==> config.mk <==
export PLATFORM = sky130hd
export DESIGN_NAME = onewire_slave
export DESIGN_NICKNAME = d
export VERILOG_FILES = /design/src/rtl/onewire_slave.sv
export SDC_FILE = /design/constraint.sdc
export NUM_CORES = 1
export LEC_CHECK = 0
export CORE_ASPECT_RATIO = 0.9
export CORE_MARGIN = 4
export CORE_UTILIZATION = 61
export CTS_CLUSTER_SIZE = 40
export DETAILED_ROUTE_END_ITERATION = 8
export GPL_ROUTABILITY_DRIVEN = 0
export GPL_TIMING_DRIVEN = 0
export PLACE_DENSITY = 0.8
export SETUP_SLACK_MARGIN = 0.02
export SKIP_CTS_REPAIR_TIMING = 1
export SLEW_MARGIN = 30
export SYNTH_ARGS = -nofsm -noshare
export SYNTH_HDL_FRONTEND = slang
export SYNTH_SLANG_ARGS = --single-unit
==> constraint.sdc <==
create_clock -name clk -period 4.38 [get_ports clk]
set_input_delay 0.876 -clock clk [delete_from_list [all_inputs] [get_ports clk]]
set_output_delay 0.876 -clock clk [all_outputs]
set_load 0.02 [all_outputs]
==> src/rtl/onewire_slave.sv <==
// 1-Wire temperature-sensor slave: reset/presence, ROM commands, conversion and scratchpad read.
// Define ONEWIRE_SLAVE_CRC_EN to append a Dallas CRC-8 as scratchpad byte 8 (otherwise 8'h00).
module onewire_slave #(
    parameter int          CLK_PER_US = 50,
    parameter logic [63:0] ROM_ID     = 64'hA2000000_01234528,
    parameter int          CONV_US    = 750000
) (
    input  logic        clk,
    input  logic        rst_n,
    input  logic        dq_in,
    output logic        dq_pull,
    input  logic [15:0] temp_in,
    output logic [7:0]  cmd_byte,
    output logic        cmd_valid,
    output logic        conv_busy
);

    localparam logic [3:0] IDLE      = 4'd0;
    localparam logic [3:0] PRES_WAIT = 4'd1;
    localparam logic [3:0] PRESENCE  = 4'd2;
    localparam logic [3:0] ROM_CMD   = 4'd3;
    localparam logic [3:0] MATCH_ROM = 4'd4;
    localparam logic [3:0] READ_ROM  = 4'd5;
    localparam logic [3:0] FUNC_CMD  = 4'd6;
    localparam logic [3:0] READ_SP   = 4'd7;
    localparam logic [3:0] CONV_POLL = 4'd8;

    localparam logic [31:0] RST_CYC  = 32'(480 * CLK_PER_US);
    localparam logic [31:0] PW_CYC   = 32'(30 * CLK_PER_US);
    localparam logic [31:0] PR_CYC   = 32'(120 * CLK_PER_US);
    localparam logic [31:0] SLOT_CYC = 32'(30 * CLK_PER_US);
    localparam logic [31:0] CONV_CYC = 32'(CONV_US * CLK_PER_US);

    logic [3:0]  state;
    logic        dq_s1, dq_s2, dq_prev;
    logic [31:0] tmr, low_cnt, conv_cnt;
    logic        slot_active;
    logic [6:0]  bit_idx;
    logic [7:0]  rx_byte;
    logic        mismatch;
    logic [15:0] temp_reg;

    logic        fall, rise, tx_bit, is_read, match_fail;
    logic [7:0]  rx_next, byte8;
    logic [63:0] sp_lo;
    logic [71:0] sp;

    assign fall       = dq_prev & ~dq_s2;
    assign rise       = ~dq_prev & dq_s2;
    assign rx_next    = {dq_s2, rx_byte[7:1]};
    assign match_fail = mismatch | (dq_s2 != ROM_ID[bit_idx[5:0]]);
    assign is_read    = (state == READ_ROM) || (state == READ_SP) || (state == CONV_POLL);
    assign sp_lo      = {8'h10, 8'h0C, 8'hFF, 8'h7F, 8'h46, 8'h4B, temp_reg};
    assign sp         = {byte8, sp_lo};

`ifdef ONEWIRE_SLAVE_CRC_EN
    // Dallas CRC-8 (x^8+x^5+x^4+1, reflected 8'h8C), fed LSB first.
    function automatic logic [7:0] crc8(input logic [63:0] d);
        logic [7:0] c;
        c = 8'h00;
        for (int i = 0; i < 64; i++)
            c = (c >> 1) ^ ((c[0] ^ d[i]) ? 8'h8C : 8'h00);
        return c;
    endfunction
    assign byte8 = crc8(sp_lo);
`else
    assign byte8 = 8'h00;
`endif

    // NOTE: every always_comb output gets a default first so no latch is inferred.
    always_comb begin
        tx_bit = 1'b1;
        case (state)
            READ_ROM:  tx_bit = ROM_ID[bit_idx[5:0]];
            READ_SP:   if (bit_idx < 7'd72) tx_bit = sp[bit_idx];
            CONV_POLL: tx_bit = ~conv_busy;
            default:   tx_bit = 1'b1;
        endcase
    end

    // NOTE: sequential state uses non-blocking assignments only; sync flops reset to the idle-high bus level.
    always_ff @(posedge clk) begin
        if (!rst_n) begin
            state <= IDLE;  dq_pull <= 1'b0;  cmd_byte <= 8'h00;  cmd_valid <= 1'b0;
            conv_busy <= 1'b0;  temp_reg <= 16'h0550;
            dq_s1 <= 1'b1;  dq_s2 <= 1'b1;  dq_prev <= 1'b1;
            tmr <= '0;  low_cnt <= '0;  conv_cnt <= '0;
            slot_active <= 1'b0;  bit_idx <= '0;  rx_byte <= '0;  mismatch <= 1'b0;
        end else begin
            dq_s1     <= dq_in;
            dq_s2     <= dq_s1;
            dq_prev   <= dq_s2;
            cmd_valid <= 1'b0;

            if (dq_s2)                  low_cnt <= '0;
            else if (low_cnt != RST_CYC) low_cnt <= low_cnt + 32'd1;

            // Conversion timing runs independently of the bus protocol; a new 0x44 below overrides it.
            if (conv_busy) begin
                if (conv_cnt == CONV_CYC - 32'd1) begin
                    conv_busy <= 1'b0;
                    conv_cnt  <= '0;
                    temp_reg  <= temp_in;
                end else begin
                    conv_cnt <= conv_cnt + 32'd1;
                end
            end

            if (rise && low_cnt >= RST_CYC) begin
                state       <= PRES_WAIT;
                tmr         <= '0;
                dq_pull     <= 1'b0;
                slot_active <= 1'b0;
                bit_idx     <= '0;
            end else begin
                case (state)
                    IDLE: ;
                    PRES_WAIT:
                        if (tmr == PW_CYC - 32'd1) begin
                            state <= PRESENCE;  tmr <= '0;  dq_pull <= 1'b1;
                        end else tmr <= tmr + 32'd1;
                    PRESENCE:
                        if (tmr == PR_CYC - 32'd1) begin
                            state <= ROM_CMD;  tmr <= '0;  dq_pull <= 1'b0;
                            bit_idx <= '0;  mismatch <= 1'b0;
                        end else tmr <= tmr + 32'd1;
                    default:
                        if (slot_active) begin
                            if (tmr == SLOT_CYC - 32'd1) begin
                                slot_active <= 1'b0;
                                dq_pull     <= 1'b0;
                                tmr         <= '0;
                                bit_idx     <= bit_idx + 7'd1;
                                if (!is_read) begin
                                    rx_byte <= rx_next;
                                    if (bit_idx[2:0] == 3'd7) begin
                                        cmd_byte  <= rx_next;
                                        cmd_valid <= 1'b1;
                                    end
                                end
                                case (state)
                                    ROM_CMD:
                                        if (bit_idx[2:0] == 3'd7) begin
                                            bit_idx  <= '0;
                                            mismatch <= 1'b0;
                                            case (rx_next)
                                                8'h55:   state <= MATCH_ROM;
                                                8'hCC:   state <= FUNC_CMD;
                                                8'h33:   state <= READ_ROM;
                                                default: state <= IDLE;
                                            endcase
                                        end
                                    MATCH_ROM: begin
                                        mismatch <= match_fail;
                                        if (bit_idx == 7'd63) begin
                                            bit_idx <= '0;
                                            state   <= match_fail ? IDLE : FUNC_CMD;
                                        end
                                    end
                                    READ_ROM:
                                        if (bit_idx == 7'd63) begin
                                            bit_idx <= '0;
                                            state   <= FUNC_CMD;
                                        end
                                    FUNC_CMD:
                                        if (bit_idx[2:0] == 3'd7) begin
                                            bit_idx <= '0;
                                            case (rx_next)
                                                8'h44: begin
                                                    state     <= CONV_POLL;
                                                    conv_busy <= 1'b1;
                                                    conv_cnt  <= '0;
                                                end
                                                8'hBE:   state <= READ_SP;
                                                default: state <= IDLE;
                                            endcase
                                        end
                                    READ_SP:
                                        if (bit_idx == 7'd72) bit_idx <= bit_idx;
                                    default: bit_idx <= bit_idx;
                                endcase
                            end else begin
                                tmr <= tmr + 32'd1;
                            end
                        end else if (fall) begin
                            slot_active <= 1'b1;
                            tmr         <= '0;
                            if (is_read) dq_pull <= ~tx_bit;
                        end
                endcase
            end
        end
    end

endmodule

==> metrics.md, run 1 <==
| Metric | Value |
|---|---|
| Outcome | `completed` |
| Worst R2R Start | `bit_idx[0]` |
| Clk_lat worst skew | `430 ps` |
| Maximum buffer depth of the clock tree | `2` |
| Design Area, Final | `around 8500 µm²` |
| Worst Max-Slew Pin Slew | `between 800 and 900 ps` |
| Top-area cell type share of the netlist area | `between 30% and 40%` |
| Synth cell types | `72` |
| I/O Pins | `30` |
| R2r setup slk | `~800 ps` |
| Remaining Overflow, GRT | `0` |
| Total Nets Final | `just under 1000` |
| Switch Pwr | `a little under 0.6 mW` |
| Fmax | `roughly 280 MHz` |
| RSZ-0062 raised after global routing | `no` |
| Routed WL | `about 16000 µm` |
| Max Slew Vio Count | `0` |
| Max-Cap Viols | `0` |
| Multi-input gate area | `~4300 µm²` |
| Gr usage total | `around a quarter` |
| Fillers | `around 940` |
| Post-route DRC | `0` |
| Routed vias | `about 6300` |
| Ys flop type | `dfxtp_1` |
| Register area | `about 2900 µm²` |
| Vias in the first global route | `between 5000 and 6000` |
| CP startpoint | `bit_idx[0]` |
| Critical path arrival | `around 3900 ps` |
| Cell internal pwr | `between 2 and 2.5 mW` |
| Clock sinks | `147` |
| Htree depth | `4` |
| Top-count cell post-synth | `nor2_1` |
| Synth area leader | `dfxtp_1` |
| Setup CP Type | `reg2reg` |
| Max_slew headroom | `between 40% and 50%` |
| Sw Ratio | `around a fifth` |
| Maximum VDD drop | `between 0.3 and 0.4 mV` |
| Post-route minimum period | `3580 ps` |
| Regs by FF count | `conv_cnt (32), low_cnt (32), tmr (32)` |
| Synth top cells by count | `nor2_1 (152), dfxtp_1 (147), nand2_1 (87)` |
| Lkg Pwr | `around 2.8 nW` |
| Seq pwr share | `between 40 and 50%` |
| I/O Buffers | `29` |
| Synthesized Nets | `924` |
| Hold WC Path Type | `reg2reg` |
| ANT cells | `0` |
| Clk network pwr share | `approximately 50%` |
| Final TNS setup | `0 ps` |
| DRT Pass-1 Iters | `5` |
| First-pass GRT wire length | `27800 µm` |
| Critical path endpoint category | `flop` |
| Layout cells sized above 1 | `around 6.3%` |
| Syn Area/Cell | `~8.3 µm²` |
| Dpl hpwl | `11400 µm` |
| Clock Skew | `8.79 ps` |
| Placed Area | `7960 µm²` |
| Drt via density | `about 5.7` |
| Fin crit share | `81.7%` |
| R2R depth | `11` |
| Final Hold Vio Count | `0` |
| PD cells | `~320 nW/µm²` |
| Core area | `12000 µm²` |
| Clock-pin slew on the worst setup and hold paths | `roughly 60 ps` |
| WP data required | `4680 ps` |
| Std-Cell Rows | `38` |
| CTS tree | `yes` |
| Comb pwr share | `roughly 1.8%` |
| Warnings from Yosys | `0` |
| Die Y | `113 µm` |
| Initial antenna violation count | `0` |
| Starting Density | `around 62%` |
| Post-synth ARST share | `0%` |
| Mapped Cells | `about 900` |
| TritonCTS buffer count | `17` |
| Routed len/inst | `between 10 and 15 µm` |
| Peak fanout along the critical path | `9` |
| Mapped Area | `roughly 7500 µm²` |
| DR iter-0 viols | `539` |
| Die X | `125 µm` |
| FF+latch count, synth | `147` |
| Post-route ant nets | `0` |
| CP Launch Type | `flop` |
| Largest net degree at the start of global routing | `17` |
| Seq/Total Area, Yosys | `between 30 and 40%` |
| CTS root buf | `clkbuf_16` |
| Area Growth Syn to Fin | `14.1%` |
| Die ar. | `14100 µm²` |
| Setup Viol. Count Final | `0` |
| EDFF count, synth | `0` |
| Top area cells in the synthesized netlist | `dfxtp_1 (39%), nor2_1 (7.6%), xor2_1 (6.1%)` |
==> through the flow <==
step / util [%] / power [mW] / hold slack [ps] / instances / setup WS [ps]
final: 70.8 / 2.76 / 431 / 1115 / 802
after CTS: 70.8 / 2.78 / 434 / 1115 / 783
after floorplan: - / 1.39 / 386 / 895 / 1360
after global placement: 66.2 / 1.42 / 391 / 1084 / 846
after global routing: 70.8 / 2.84 / 464 / 1115 / 437
after detailed placement: 66.2 / 1.42 / 420 / 1084 / 814
==> cells by family after synthesis <==
group           synth area share, %
simple gates                   30.3
flops                          39.4
compound gates                 9.50
xor+xnor                       10.1
buf+inv                        3.23
mux                            5.81
fa+ha+maj                      1.68
==> worst max-delay path: stages (launching register included) <==
cell and delay [ps]:
dfxtp_1 380, clkbuf_1 430, inv_1 200, ha_1 260, nand3b_1 110, o31ai_1 110, a2111oi_4 630, nand2_4 120
o41a_1 400, nor2_1 160, mux2_2 350, a211o_1 300
==> power by group through the flow <==
stage               combinational, mW  sequential (mW)  clock (mW)
global placement               0.0485             1.37           0
global route                   0.0529             1.34        1.44
finish                         0.0488             1.34        1.37
CTS                            0.0492             1.34        1.39
floorplan                      0.0223             1.37           0
detailed placement             0.0490             1.37           0
==> layer usage <==
metal | vias up | wire length, µm | global-route usage [%]
met5 | - | 0 | 0
met2 | 136 | 7300 | 37.3
met3 | 19 | 739 | 5.90
met4 | 0 | 179 | 7.01
li1 | 3211 | - | -
met1 | 2941 | 8090 | 32.5
==> cell type report <==
class / instances / area share [%]
Buffer: 35 / 1.78
Clock buffer: 20 / 5.36
Clock inverter: 11 / 1.23
Inverter: 24 / 1.06
Multi-Input combinational cell: 689 / 50.3
Sequential cell: 147 / 34.5
Tap cell: 160 / 2.35
Timing Repair Buffer: 29 / 3.41
==> how the worst min path moves through the flow <==
stage | start | endpoint | cells after the start
after global routing | dq_s1 | dq_s2 | 1
after global placement | dq_s1 | dq_s2 | 1
after detailed placement | dq_s1 | dq_s2 | 1
after floorplan | dq_s1 | dq_s2 | 1
final | dq_s1 | dq_s2 | 1
after CTS | dq_s1 | dq_s2 | 1
==> placed cells by master (no fill, tap or decap), types with 27 or more instances in the layout <==
cell / netlist / final
nand2_1: 87 / 87
dfxtp_1: 147 / 147
a21oi_1: 28 / 28
nand3_1: 43 / 43
nor2_1: 152 / 152
xor2_1: 52 / 52
clkbuf_1: 26 / 27
mux2i_1: 31 / 31
xnor2_1: 34 / 34
clkdlybuf4s50_1: 0 / 29
Power figures use the tool's default switching activity.
==> run 2, diff against run 1 <==
clock period = 3.5 ns   (was 4.38 ns; I/O delays follow)
==> metrics.md, run 2 (same netlist as run 1, synthesis figures left out) <==
| Metric | Value |
|---|---|
| HP Start | `dq_s1 (unchanged)` |
| CTS root buf | `clkbuf_16 (unchanged)` |
| Routed WL | `16300 µm (about the same)` |
| I/O Buffers | `29 (unchanged)` |
| Die ar. | `14100 µm² (unchanged)` |
| Largest delay share family, worst path | `compound AO/OA/AOI/OAI gates (unchanged)` |
| Routed vias | `6306 (was 6307)` |
| Lkg Pwr | `2.83 nW (was 2.82 nW)` |
| Post-route ant nets | `0 (unchanged)` |
| Hold-critical path depth | `1 (unchanged)` |
| Critical path arrival | `3570 ps (was 3870 ps)` |
| Clock sinks | `147 (unchanged)` |
| Clock-pin slew on the worst setup and hold paths | `60 ps (about the same)` |
| Setup CP Type | `reg2reg (unchanged)` |
| Die Y | `113 µm (unchanged)` |
| Post-route minimum period | `3280 ps (was 3580 ps)` |
| I/O Pins | `30 (unchanged)` |
| Hold WC Path Type | `reg2reg (unchanged)` |
| TritonCTS buffer count | `17 (unchanged)` |
| Maximum buffer depth of the clock tree | `2 (unchanged)` |
| R2R depth | `11 (unchanged)` |
| Post-route DRC | `0 (unchanged)` |
| Area Growth Syn to Fin | `14.2% (was 14.1%)` |
| Critical path endpoint category | `flop (unchanged)` |
| Core area | `12000 µm² (unchanged)` |
| Total Nets Final | `973 (was 972)` |
| PD cells | `405 nW/µm² (was 324 nW/µm²)` |
| Crit path max-delay cell type | `dfxtp_1 (was a2111oi_4)` |
| Worst Max-Slew Pin Slew | `838 ps (was 839 ps)` |
| Routed len/inst | `14.6 µm (about the same)` |
| ANT cells | `0 (unchanged)` |
| Max_slew headroom | `44.0% (was 43.9%)` |
| Remaining Overflow, GRT | `0 (unchanged)` |
| WP data required | `3800 ps (was 4680 ps)` |
| CTS tree | `yes (unchanged)` |
| Worst R2R Start | `bit_idx[1] (was bit_idx[0])` |
| Placed Area | `7960 µm² (unchanged)` |
| Fin crit share | `93.6% (was 81.7%)` |
| CP Launch Type | `flop (unchanged)` |
| Crit path cell chain | `clkbuf_1, inv_1, ha_1, nand3b_1, o31ai_1, a2111oi_4, nand2_4, o41a_1, nor2_1, mux2_2, a211o_1 (unchanged)` |
| Clock Skew | `7.44 ps (was 8.79 ps)` |
| Std-Cell Rows | `38 (unchanged)` |
| Most common cell after layout, fill and taps aside | `nor2_1 (unchanged)` |
| Fmax | `305 MHz (was 279 MHz)` |
| Outcome | `completed (unchanged)` |
| Largest net degree at the start of global routing | `17 (unchanged)` |
| DRT Pass-1 Iters | `5 (unchanged)` |
| Regs by FF count | `conv_cnt (32), low_cnt (32), tmr (32) (unchanged)` |
| Hold endpoint | `dq_s2 (unchanged)` |
| Design Area, Final | `8530 µm² (was 8520 µm²)` |
| Max-Cap Viols | `0 (unchanged)` |
| Layout cells sized above 1 | `6.49% (was 6.28%)` |
| Final TNS setup | `0 ps (unchanged)` |
| CP peak stage delay | `410 ps (was 630 ps)` |
| DR iter-0 viols | `511 (was 539)` |
| R2r setup slk | `220 ps (was 800 ps)` |
| Vias in the first global route | `5953 (unchanged)` |
| Drt via density | `5.65 (was 5.66)` |
| Starting Density | `62.1% (unchanged)` |
| Final Hold Vio Count | `0 (unchanged)` |
| First-pass GRT wire length | `27800 µm (unchanged)` |
| Htree depth | `4 (unchanged)` |
| Clk_lat worst skew | `420 ps (was 430 ps)` |
| Gr usage total | `23.7% (unchanged)` |
| Maximum VDD drop | `0.423 mV (was 0.339 mV)` |
| RSZ-0062 raised after global routing | `no (unchanged)` |
| Dpl hpwl | `11400 µm (unchanged)` |
| Initial antenna violation count | `0 (unchanged)` |
| Most frequent cells in the layout | `nor2_1 (152), dfxtp_1 (147), nand2_1 (87), xor2_1 (52), nand3_1 (43) (unchanged)` |
| Max Slew Vio Count | `0 (unchanged)` |
| Setup Viol. Count Final | `0 (unchanged)` |
| Die X | `125 µm (unchanged)` |
| Peak fanout along the critical path | `8 (was 9)` |
| Buf/Inv on CP | `2 (unchanged)` |
| Fillers | `934 (was 939)` |
## run 2: cell count changes in the layout (fill, tap and decap cells not counted), sizes merged
cell,change
buf,+1
## run 2: metrics by stage
| step | worst slack (ps) | std cells | hold slack (ps) | power (mW) | util (%) |
|---|---|---|---|---|---|
| finish | 224 | 1116 | 430 | 3.45 | 70.9 |
| global placement | -34.5 | 1084 | 391 | 1.77 | 66.2 |
| global route | 30.3 | 1116 | 464 | 3.55 | 70.9 |
| CTS | -96.5 | 1115 | 434 | 3.48 | 70.8 |
| floorplan | 475 | 895 | 386 | 1.74 | - |
| detailed placement | -65.6 | 1084 | 420 | 1.77 | 66.2 |
## run 2: worst max-delay path by stage
stage	from	slack (ps)	end	cells past startpoint
global placement	bit_idx[0]	-30	flop	11
detailed placement	bit_idx[0]	-70	flop	11
CTS	bit_idx[0]	-100	flop	11
global route	bit_idx[1]	30	flop	11
floorplan	bit_idx[0]	480	flop	11
finish	bit_idx[1]	220	flop	11
## run 2: final cells by class
class	instances	area [µm²]	area share (%)
Tap cell	160	200	2.35
Multi-Input combinational cell	689	4290	50.2
Inverter	24	90.1	1.06
Clock buffer	20	457	5.35
Timing Repair Buffer	30	298	3.49
Sequential cell	147	2940	34.5
Clock inverter	11	105	1.23
Buffer	35	153	1.79
## run 2: power by group
part / leakage [nW] / switching [mW] / internal (mW)
Sequential: 1.18 / 0.000716 / 1.67
Clock: 0.264 / 0.705 / 1.01
Combinational: 1.38 / 0.0328 / 0.0281
Total: 2.83 / 0.738 / 2.71
## run 2: per-layer routing
layer,vias to the layer above,global-route usage (%),share of wire [%]
met1,2928,32.5,49
li1,3213,-,-
met2,141,37.3,45
met5,-,0,0
met3,24,5.90,4.8
met4,0,7.01,1.4
==> run 3, diff against run 2 <==
SLEW_MARGIN = 20   (was 30)
==> results of run 3 <==
The final DEF is identical to that of run 2; final timing and power are the same.
